<file path="src/rtl/pma.sv">
// pma: transmit-side PMA serializer.
// Loads a parallel word and shifts it out LSB-first, one bit per clock, on a differential pair.
`default_nettype none

module pma #(
  parameter int DATA_WIDTH = 10
) (
  input  logic                  Bit_Rate_Clk,
  input  logic                  Rst_n,
  input  logic [DATA_WIDTH-1:0] Data_in,
  input  logic                  MAC_Data_En,
  output logic                  TX_Out_P,
  output logic                  TX_Out_N
);

  localparam int              CW   = $clog2(DATA_WIDTH);
  localparam logic [CW-1:0]   LAST = CW'(DATA_WIDTH - 1);

  localparam logic [1:0] IDLE     = 2'b00;
  localparam logic [1:0] TRANSMIT = 2'b01;

  logic [1:0]            state_q, state_d;
  logic [CW-1:0]         cnt_q, cnt_d;
  logic [DATA_WIDTH-1:0] word_q, word_d;

  always_comb begin
    state_d = state_q;
    cnt_d   = cnt_q;
    word_d  = word_q;
    case (state_q)
      IDLE: begin
        if (MAC_Data_En) begin
          word_d  = Data_in;
          cnt_d   = '0;
          state_d = TRANSMIT;
        end
      end
      TRANSMIT: begin
        // Any count at or past the last bit ends the word, so a corrupted
        // counter can never run beyond the word.
        if (cnt_q < LAST) begin
          cnt_d = cnt_q + CW'(1);
        end else if (MAC_Data_En) begin
          word_d = Data_in;
          cnt_d  = '0;
        end else begin
          state_d = IDLE;
          cnt_d   = '0;
        end
      end
      default: begin
        state_d = IDLE;
        cnt_d   = '0;
      end
    endcase
  end

  always_ff @(posedge Bit_Rate_Clk) begin
    if (!Rst_n) begin
      state_q <= IDLE;
      cnt_q   <= '0;
      word_q  <= '0;
    end else begin
      state_q <= state_d;
      cnt_q   <= cnt_d;
      word_q  <= word_d;
    end
  end

  assign TX_Out_P = (state_q == TRANSMIT) ? word_q[cnt_q] : 1'b0;
  assign TX_Out_N = ~TX_Out_P;

endmodule

`default_nettype wire

</file>
<file path="config.mk">
export PLATFORM = sky130hd
export DESIGN_NAME = pma
export DESIGN_NICKNAME = d
export VERILOG_FILES = /design/src/rtl/pma.sv
export SDC_FILE = /design/constraint.sdc
export NUM_CORES = 1
export LEC_CHECK = 0
export ABC_AREA = 1
export BUFFER_PORTS_ARGS = -buffer_cell sky130_fd_sc_hd__buf_2
export CORE_MARGIN = 2
export CORE_UTILIZATION = 46
export CTS_CLUSTER_DIAMETER = 100
export CTS_CLUSTER_SIZE = 24
export DETAILED_ROUTE_END_ITERATION = 16
export GPL_ROUTABILITY_DRIVEN = 1
export PLACE_DENSITY_LB_ADDON = 0.05
export SLEW_MARGIN = 25
export SYNTH_ARGS = -nofsm -noshare
export SYNTH_HDL_FRONTEND = slang
export SYNTH_SLANG_ARGS = --single-unit
</file>
<file path="constraint.sdc">
create_clock -name Bit_Rate_Clk -period 1.43 [get_ports Bit_Rate_Clk]
set_input_delay 0.286 -clock Bit_Rate_Clk [delete_from_list [all_inputs] [get_ports Bit_Rate_Clk]]
set_output_delay 0.286 -clock Bit_Rate_Clk [all_outputs]
set_load 0.01 [all_outputs]
</file>
==> results.toml <==
[run_status]
status = "finished, violations left"
violations = "setup timing"

[critical_path]
cp-end-kind = "output pin"
start_kind = "register"
path_class = "reg -> out"
cp.arrival_ps = 1330
path_max_fanout = 7
worstPathRequired_ps = 1140

[synthesis]
synth-async-reset-ratio_pct = 0
syn-num-nets = 115
yosys_warnings = 0
synth.distinct_cells = 18
synth_area_um2 = 719
synth_edf_count = 0
postSynthAreaPerCell_um2 = 7.19
ys.flop_type = "dfxtp_1"
ys_seq_elements = 15
syn_inst = 100
ys_seq_area_share_pct = 41.7

[detailed_routing]
vias_per_cell = 5.11
top_layer = "met4"
route.detailed.drc = 0
drt_iter0_markers = 8
drt_pass1_iterations = 4
wl_met3_um = 54
ant_nets = 0
vias = 700
wl_met1_um = 776
routed_wl_mm = 1.62
wl_met2_um = 757
post_drt_wl_per_cell_um = 11.8

[timing]
slew_headroom_pct = 79.1
min_period_over_period_pct = 113
hold_viol_final = 0
max_freq_mhz = 619
setup_viol = 14
worst_pin_slew_ps = 314
slew_viol_final = 0
skew_ps = 3.95
setup_slack_ps = -186
min_period_ps = 1620
rsz0062_at_grt = "yes"

[power]
p_leak_uw = 0.000426
vdd_drop_max_mv = 0.523
p_total_uw = 910
cellPowerDensity_nw_per_um2 = 928

[place]
io_buffers = 14
dp_cells = 130
place_congestion = 0.796
pre_cts_ws_ps = -21.1
hpwl_um = 994

[hold_path]
hold_class = "in -> reg"

[clocking]
ctsRootBufferMaster = "clkbuf_4"
cts.path.max_buffers = 2
cts.sinks = 15
htreeDepth = 1
cts_tree = "yes"
cts_hold_buf = 0
clk_latency_ps = 280
clk_pin_slew_ps = 80
cts_buffers = 3

[floorplanning]
rows = 14
core_area_um2 = 1490
initial_core_util_pct = 48.3
dieArea_um2 = 1900
die_y_um = 43.5
fp.dieW_um = 43.5
num_io_pins = 15

[final_layout]
num_antenna_cells = 0
final_common_cell = "buf_2"
layout.cells.non_filler = 137
drive_above_1_share_pct = 44.6
syn_to_final_growth_pct = 36.3
final_cell_mix = "14 x buf_2, 13 x nand2_1, 13 x dfxtp_1, 12 x inv_1"
fin_nets = 137

[job]
drv_cap = 0

[global_routing]
grt_remaining_overflow = 0
antenna_found_initial = 0
grt_first_pass_wirelength_mm = 2.51
gr-usage-all-layers_pct = 17.8
grt_pass1_vias = 624
grt_max_degree = 19
==> critical path, stage by stage (launching register included) <==
cell     delay [ps]
dfxtp_4         390
inv_4            90
nand2_1          70
a21oi_2         120
nand3_1         100
a21oi_1         140
buf_2           140
==> cells by family (layout without fill, tap and decap cells) <==
kind of cell    after synthesis  in the layout  share of synthesized area (%)
simple gates                 39             41                           24.5
compound gates               23             23                           16.9
buf+inv                      19             38                           11.0
flops                        15             15                           41.7
fa+ha+maj                     2              2                           3.48
xor+xnor                      2              2                           2.44
==> power breakdown <==
| part | switching [uW] | total [uW] | internal (uW) | leakage, uW |
|---|---|---|---|---|
| Clock | 133 | 241 | 108 | 0.0000150 |
| Combinational | 121 | 205 | 84.7 | 0.000287 |
| Sequential | 18.4 | 464 | 446 | 0.000125 |
==> Yosys cell counts, types with 2 or more instances <==
cell	number	share of area, %
o21ai_1	6	4.2
ha_1	2	3.5
a21oi_1	11	7.7
nand3_1	8	5.6
nand2_2	2	1.7
o21ai_0	4	2.8
nand2_1	16	8.3
inv_1	12	6.3
dfxtp_1	15	42
nand2_4	2	3.1
xor2_1	2	2.4
nor2_1	11	5.7
inv_2	4	2.1
==> layer usage <==
| layer | GRT usage [%] | vias up |
|---|---|---|
| met5 | 0 | - |
| met4 | 9.09 | 0 |
| met3 | 3.75 | 5 |
| met2 | 29.7 | 12 |
| met1 | 21.4 | 323 |
| li1 | - | 360 |
==> worst paths after layout <==
check         endpoint  slack (ps)       start  cells past startpoint
max           TX_Out_P        -190    cnt_q[0]                      6
min          word_q[0]         240  Data_in[0]                      3
max reg2reg  word_q[8]         -60    cnt_q[0]                      9
min reg2reg  word_q[1]         460   word_q[1]                      2
==> cell type report <==
type,count,area (um2)
multi-input combinational,68,463
tap,16,20.0
timing repair buffer,17,96.3
clock buffer,4,26.3
sequential,15,305
inverter,17,70.1
fill,148,508
==> state kept, by name, indices dropped and copies added, names as in the netlist <==
| name | count |
|---|---|
| cnt_q | 4 |
| state_q | 1 |
| word_q | 10 |
==> through the flow <==
| stage | hold WS [ps] | utilization (%) | area, um2 | TNS, ps |
|---|---|---|---|---|
| after global placement | 449 | 54.4 | 810 | 0 |
| final | 236 | 65.9 | 981 | -929 |
| after CTS | 232 | 59.7 | 890 | -313 |
| after global routing | 268 | 65.9 | 981 | -1970 |
| after floorplan | 420 | - | 719 | 0 |
| after detailed placement | 450 | 54.4 | 810 | -33.6 |
==> repair_timing <==
action	4_1_cts	5_1_grt
buffers inserted	1	0
pin swaps	5	9
gates cloned	0	2
gates resized for setup	14	19
endpoints found under the setup margin	8	14
(Power assumes the default switching activity.)
